`src/rtl/mod_cnt_pkg.sv`:
```
// Shared definitions for the modulo-N up/down counter family.
//   DIR_UP / DIR_DN : encodings of the up_dn input.
//   clog2()         : ceiling log2, for deriving WIDTH from MODULUS at
//                     instantiation sites (returns at least 1).
package mod_cnt_pkg;

  localparam logic DIR_UP = 1'b1;
  localparam logic DIR_DN = 1'b0;

  function automatic int unsigned clog2(input int unsigned value);
    int unsigned width;
    width = 1;
    while ((64'(1) << width) < 64'(value)) width++;
    return width;
  endfunction

endpackage

```
`src/rtl/mod_cnt_next.sv`:
```
// Combinational next-state logic for mod_n_updown_counter.
// Applies the per-edge priority clr > load > en > hold and detects the
// boundary step that produces the wrap flag.
//   count      : current registered count
//   up_dn      : direction (DIR_UP / DIR_DN)
//   en, clr, load, load_val : control inputs as sampled this cycle
//   wrap       : current sticky flag (only present in saturate mode)
//   next_count : value to register on the next edge
//   next_wrap  : value of the wrap register on the next edge
// Build option: MOD_N_COUNTER_SAT_EN selects saturate mode.
module mod_cnt_next
  import mod_cnt_pkg::*;
#(
  parameter int unsigned MODULUS = 12,
  parameter int unsigned WIDTH   = 4
) (
  input  logic [WIDTH-1:0] count,
  input  logic             up_dn,
  input  logic             en,
  input  logic             clr,
  input  logic             load,
  input  logic [WIDTH-1:0] load_val,
`ifdef MOD_N_COUNTER_SAT_EN
  input  logic             wrap,
`endif
  output logic [WIDTH-1:0] next_count,
  output logic             next_wrap
);

  localparam logic [WIDTH-1:0] MAX = WIDTH'(MODULUS - 1);
  localparam logic [WIDTH-1:0] ONE = WIDTH'(1);

  logic at_max;
  logic at_zero;
  logic over;

  assign at_max  = (count == MAX);
  assign at_zero = (count == '0);
  // Only reachable through parameter misuse; forces a legal next value.
  assign over    = (count > MAX);

  always_comb begin
    next_count = count;
    next_wrap  = 1'b0;
    if (clr) begin
      next_count = '0;
    end else if (load) begin
      next_count = (load_val > MAX) ? MAX : load_val;
    end else if (en) begin
`ifdef MOD_N_COUNTER_SAT_EN
      next_wrap = wrap;
      if (up_dn == DIR_UP) begin
        if (at_max || over) begin
          next_count = MAX;
          next_wrap  = wrap | at_max;
        end else begin
          next_count = count + ONE;
        end
      end else begin
        if (at_zero) begin
          next_count = '0;
          next_wrap  = 1'b1;
        end else if (over) begin
          next_count = MAX;
        end else begin
          next_count = count - ONE;
        end
      end
`else
      if (up_dn == DIR_UP) begin
        if (at_max || over) begin
          next_count = '0;
          next_wrap  = at_max;
        end else begin
          next_count = count + ONE;
        end
      end else begin
        if (at_zero) begin
          next_count = MAX;
          next_wrap  = 1'b1;
        end else if (over) begin
          next_count = MAX;
        end else begin
          next_count = count - ONE;
        end
      end
`endif
    end else begin
`ifdef MOD_N_COUNTER_SAT_EN
      next_wrap = wrap;
`endif
    end
  end

endmodule

```
`src/rtl/mod_n_updown_counter.sv`:
```
// Modulo-N binary up/down counter with enable, synchronous clear,
// parallel load (clamped to MODULUS-1), terminal count and wrap flag.
//   clk      : rising-edge clock
//   rst      : asynchronous active-low reset (count=RST_VAL, wrap=0)
//   en       : count enable
//   up_dn    : 1 = up, 0 = down
//   clr      : synchronous clear to 0 (highest priority)
//   load     : synchronous parallel load of load_val
//   load_val : value to load
//   count    : registered count
//   tc       : combinational terminal count, for cascading into en
//   wrap     : registered one-cycle pulse after a wrap step
//              (sticky overflow flag in saturate mode)
// Build option: define MOD_N_COUNTER_SAT_EN for saturate mode.
module mod_n_updown_counter
  import mod_cnt_pkg::*;
#(
  parameter int unsigned MODULUS = 12,
  parameter int unsigned WIDTH   = 4,
  parameter int unsigned RST_VAL = 0
) (
  input  logic             clk,
  input  logic             rst,
  input  logic             en,
  input  logic             up_dn,
  input  logic             clr,
  input  logic             load,
  input  logic [WIDTH-1:0] load_val,
  output logic [WIDTH-1:0] count,
  output logic             tc,
  output logic             wrap
);

  localparam logic [WIDTH-1:0] MAX   = WIDTH'(MODULUS - 1);
  localparam logic [WIDTH-1:0] RST_V = WIDTH'(RST_VAL);

  logic [WIDTH-1:0] next_count;
  logic             next_wrap;

  mod_cnt_next #(
    .MODULUS (MODULUS),
    .WIDTH   (WIDTH)
  ) u_next (
    .count      (count),
    .up_dn      (up_dn),
    .en         (en),
    .clr        (clr),
    .load       (load),
    .load_val   (load_val),
`ifdef MOD_N_COUNTER_SAT_EN
    .wrap       (wrap),
`endif
    .next_count (next_count),
    .next_wrap  (next_wrap)
  );

  // Independent of clr/load so a downstream stage advances on the same
  // edge this stage wraps.
  assign tc = en & ((up_dn == DIR_UP) ? (count == MAX) : (count == '0));

  always_ff @(posedge clk or negedge rst) begin
    if (!rst) begin
      count <= RST_V;
      wrap  <= 1'b0;
    end else begin
      count <= next_count;
      wrap  <= next_wrap;
    end
  end

endmodule

```
`config.mk`:
```
export PLATFORM = sky130hd
export DESIGN_NAME = mod_n_updown_counter
export DESIGN_NICKNAME = d
export VERILOG_FILES = /design/src/rtl/mod_cnt_pkg.sv /design/src/rtl/mod_cnt_next.sv /design/src/rtl/mod_n_updown_counter.sv
export SDC_FILE = /design/constraint.sdc
export NUM_CORES = 1
export LEC_CHECK = 0
export CORE_AREA = 2 2 39 41
export CTS_CLUSTER_DIAMETER = 120
export DETAILED_ROUTE_END_ITERATION = 8
export DIE_AREA = 0 0 41 43
export DONT_BUFFER_PORTS = 1
export PLACE_DENSITY = 0.58
export SLEW_MARGIN = 20
export SYNTH_ARGS = -nofsm -noshare
export SYNTH_HDL_FRONTEND = slang
export SYNTH_SLANG_ARGS = --single-unit
```
`constraint.sdc`:
```
create_clock -name clk -period 1.9 [get_ports clk]
set_input_delay 0.38 -clock clk [delete_from_list [all_inputs] [get_ports clk]]
set_output_delay 0.38 -clock clk [all_outputs]
set_load 0.1 [all_outputs]
```
Word-level counts from Yosys, hierarchy flattened. Cells that the tools add are included.

Muxes and demuxes: 15. Add/subtract/negate cells: 2. Magnitude comparators: 2. Reduce and logical (&&, ||, !) cells: 3. Equality and inequality tests: 1. Bitwise logic cells: 1.

Operators with widths (count): $mux 4 (8); $gt 4x4->1 const B (2); $mux 1 (7); $add 4x1->4 const B (1); $eq 4x4->1 const B (1); $logic_not 4->1 (1); $sub 4x1->4 const B (1); $reduce_bool 3->1 (1); $and 1x1->1 (1); $logic_or 1x1->1 (1).

Bits of input ports: 10. Register bits after elaboration: 5. Output and inout bits: 6. Logic and storage cells: 26.

Depth between registers and ports, before layout.
Depth after elaboration: 7. Mapped depth: 6.

By module. Synthesis repeated with hierarchy kept, for this count alone.

Cells, all modules: 59. Area, all modules: 460.4 um2.

Modules (own cells, without submodules): mod_cnt_next (cells each 50, area each 310.3 um2, instances 1); mod_n_updown_counter (cells each 9, area each 150.1 um2, instances 1).

Worst setup path before layout. OpenSTA, ideal clock, no wires.

Path kind: register to output. Start point: reg count[0]. End point: out tc. Arrival: 2.678 ns. Setup slack: -1.158 ns. Stages on the path, launching flop included: 4. Cells stage by stage: dfrtp_1 -> ha_1 -> a31oi_1 -> nor2_1.

Word-level cells in the longest chain between the ends: 3.

RTL lines: start, declared (line mod_n_updown_counter.sv:29) `output logic [WIDTH-1:0] count,`; start signal, assigned (line mod_n_updown_counter.sv:66) `count <= next_count;`; $eq 4x4->1 / $logic_not 4->1 (equally long branches) (line mod_n_updown_counter.sv:59) `assign tc = en & ((up_dn == DIR_UP) ? (count == MAX) : (count == '0));`; $mux 1 (*) (line mod_n_updown_counter.sv:59); $and 1x1->1 (*) (line mod_n_updown_counter.sv:59); end, declared (line mod_n_updown_counter.sv:30) `output logic tc,`.

Every way passes the cells marked *; elsewhere a longest branch is shown, timed or not.

Worst setup path in the final report.
Start point: reg count[1]. End point: out tc.

Same word-level chain as after synthesis.

==> reports/qor.txt <==
static leakage = 0.2590 nW
power per cell area = 754.6 nW/um^2
Synth Area in XOR/XNOR = 0
Switch Pwr = 0.2044 mW
RSZ-0062 raised after global routing = yes
worst hold path startpoint = clr
worst path bufs/invs = 2
routed via count = 506
Switching Fraction = 0.4221
status = finished, violations left
Slew @ Worst Pin = 0.4148 ns
Layout Cells excl Fill = 88
area share of the largest cell type after synthesis = 0.2717
max-slew violation count = 0
Arr. time, crit path = 1.52 ns
setup ws final = -0.0007631 ns
Main synth FF type = dfrtp_1
hold_ws = 0.2081 ns
Worst path slowest cell = dfrtp_4
Crit. End Element = primary output
clock sink count = 5
Die Width = 41 um
Finish-stage setup viols = 1
crit-path max cell delay = 0.50 ns
initial antenna violation count = 0
Avg WL per Cell = 14.82 um
Final #Nets = 85
core area = 1384 sq um
cells after synthesis = 62
root buf cell = clkbuf_4
Initial Util = 0.3327
clock transition at the registers of the reported paths = 0.05 ns
Bufs on Longest Clock Path = 2
Post-Synth Simple-Gate Area = 0.3315
reg2reg setup slack = 0.09 ns
Compound-Gate Fraction of Synth Area = 0.2473
Tot Pwr = 0.4844 mW
first-pass GRT wire length = 2063 um
DR vias/cell = 5.750
DP HPWL = 929.7 um
library cells used by synthesis = 26
Int Power = 0.2799 mW
CTS Buf Count = 3
Critical Path Start Type = flop
Skew-Pair Late Insertion Delay = 0.25 ns
Detailed Route WL = 1304 um
CP cell instances = inv_4 -> ha_4 -> nand2b_4 -> nor2_4 -> a31oi_4 -> nor2_4 -> buf_12
CP Data Required Time = 1.52 ns
combinational family with the most area after synthesis = simple AND/OR/NAND/NOR gates
most common cell in the netlist = nand2_1
adder-cell share of the synthesized area = 0.05435
# IOs = 16
fraction of registers with async set or reset after synthesis = 1.000
Clk network pwr share = 0.270
worst hold stages = 1
CP top delay family = flip-flops
WP depth = 7
antenna cells = 0
sequential fraction of the synthesis area = 0.2717
syn nets = 74
synth cell count leaders = nand2_1, nor2_1, dfrtp_1, a21oi_1, o21ai_0
layout cells sized above 1 = 0.3750
Max-Cap Viols = 0
num rows = 14
grt total ovfl = 0
CP most frequent cell = nor2_4
Synth Register Bits = 5
relative slew slack = 0.7214
EDFF count, synth = 0
Layout area overhead = 39.40%
Synth area leaders = dfrtp_1, nand2_1, nor2_1
largest net degree at the start of global routing = 13
post-synthesis mux area share = 0.02174
GP Congestion = 0.8180
port bufs = 0
Pre-antenna DRT Iters = 4
Syn Std Cell Area = 460.4 sq um
Layout Skew = 0.001309 ns
vias in the first global route = 474
final hold vios = 0
fillcell total = 134
min-delay worst type = primary input to flop
worst vdd ir = 0.0002994 V
fmax = 0.5261 GHz
top cell type by total area after synthesis = dfrtp_1
Antenna Nets Post-Route = 0
FF-to-FF path depth = 6
crit share post-route = 1.000
total global-route track usage = 0.1791
Gate power share = 0.444
H-tree depth = 1
Inst Count DP = 80
failing checks = setup timing
CTS tree = done
die height = 43 um
DRC violations left = 0
DRT iter0 DRCs = 17
Flop pwr share = 0.285
worst flop-to-flop path endpoint = count[2]
Final min period = 1.901 ns
hold endpoint = wrap
die area = 1763 sq um
CP max FO = 4
Setup CP Type = flop to primary output
FF-to-FF Start = count[1]
Warnings, synthesis = 0
syn avg cell area = 7.426 sq um
state kept, by name (all words and copies together) (netlist names):
register / cells
count: 4
wrap: 1
area by class of cell:
| class | instances | area [sq um] | share of cell area |
|---|---|---|---|
| clock buffers | 4 | 26.28 | 0.04094 |
| inverters | 3 | 16.27 | 0.02534 |
| repair buffers | 10 | 90.09 | 0.1404 |
| multi-input cells | 50 | 351.6 | 0.5478 |
| well taps | 16 | 20.02 | 0.03119 |
| flip-flops and latches | 5 | 137.6 | 0.2144 |
logic make-up after synthesis:
logic type | Yosys count
compound gates | 17
fa+ha+maj | 2
buf+inv | 7
flops | 5
mux | 1
simple gates | 30
per-layer routing:
layer	up-vias	track usage	routed length [um]
met1	242	0.2265	566
met5	-	0	0
met2	16	0.2531	661
li1	245	-	-
met4	0	0.1200	19
met3	3	0.04712	56
power by group through the flow:
| stage | combinational, mW | sequential [mW] | clock, mW |
|---|---|---|---|
| 2_1_floorplan | 0.0998 | 0.192 | 0 |
| 3_3_place_gp | 0.184 | 0.136 | 0 |
| 3_5_place_dp | 0.185 | 0.136 | 0 |
| 4_1_cts | 0.191 | 0.135 | 0.136 |
| 5_1_grt | 0.228 | 0.140 | 0.150 |
| 6_report | 0.215 | 0.138 | 0.131 |
cells in the final DEF (no fill, tap or decap), types with 2 or more instances in the layout:
cell type	synthesis	final
nor2_4	0	2
o21ai_1	2	2
nor3_1	3	3
nor2_1	7	5
nand2_1	8	8
a21oi_1	4	4
inv_4	0	2
or3b_1	2	2
nor4_1	2	2
clkbuf_4	0	3
dfrtp_4	0	3
o21ai_0	4	4
buf_4	0	8
or2_2	2	2
worst max path at each step:
stage,start,end,slack [ns]
4_1_cts,count[0],tc,0.007
5_1_grt,count[1],tc,-0.05
6_report,count[1],tc,-0.0008
2_1_floorplan,count[0],tc,-0.09
3_5_place_dp,count[0],count[2],0.13
3_3_place_gp,count[0],count[2],0.16
timing repair:
item,4_1_cts,5_1_grt
hold buffers,1,0
resized for setup,1,6
buffers inserted,0,3
endpoints found under the hold margin,5,0
pin swaps,1,3
endpoints found under the setup margin,1,1
through the flow:
| step | setup WS, ns | utilization | setup TNS (ns) | cell area, sq um |
|---|---|---|---|---|
| floorplan | -0.08929 | - | -0.09167 | 493.0 |
| global placement | 0.1569 | 0.3960 | 0 | 548.0 |
| detailed placement | 0.1290 | 0.3960 | 0 | 548.0 |
| CTS | 0.006822 | 0.4268 | 0 | 590.6 |
| global route | -0.05424 | 0.4638 | -0.05424 | 641.9 |
| finish | -0.0007631 | 0.4638 | -0.0007631 | 641.9 |
(Power assumes the default switching activity.)
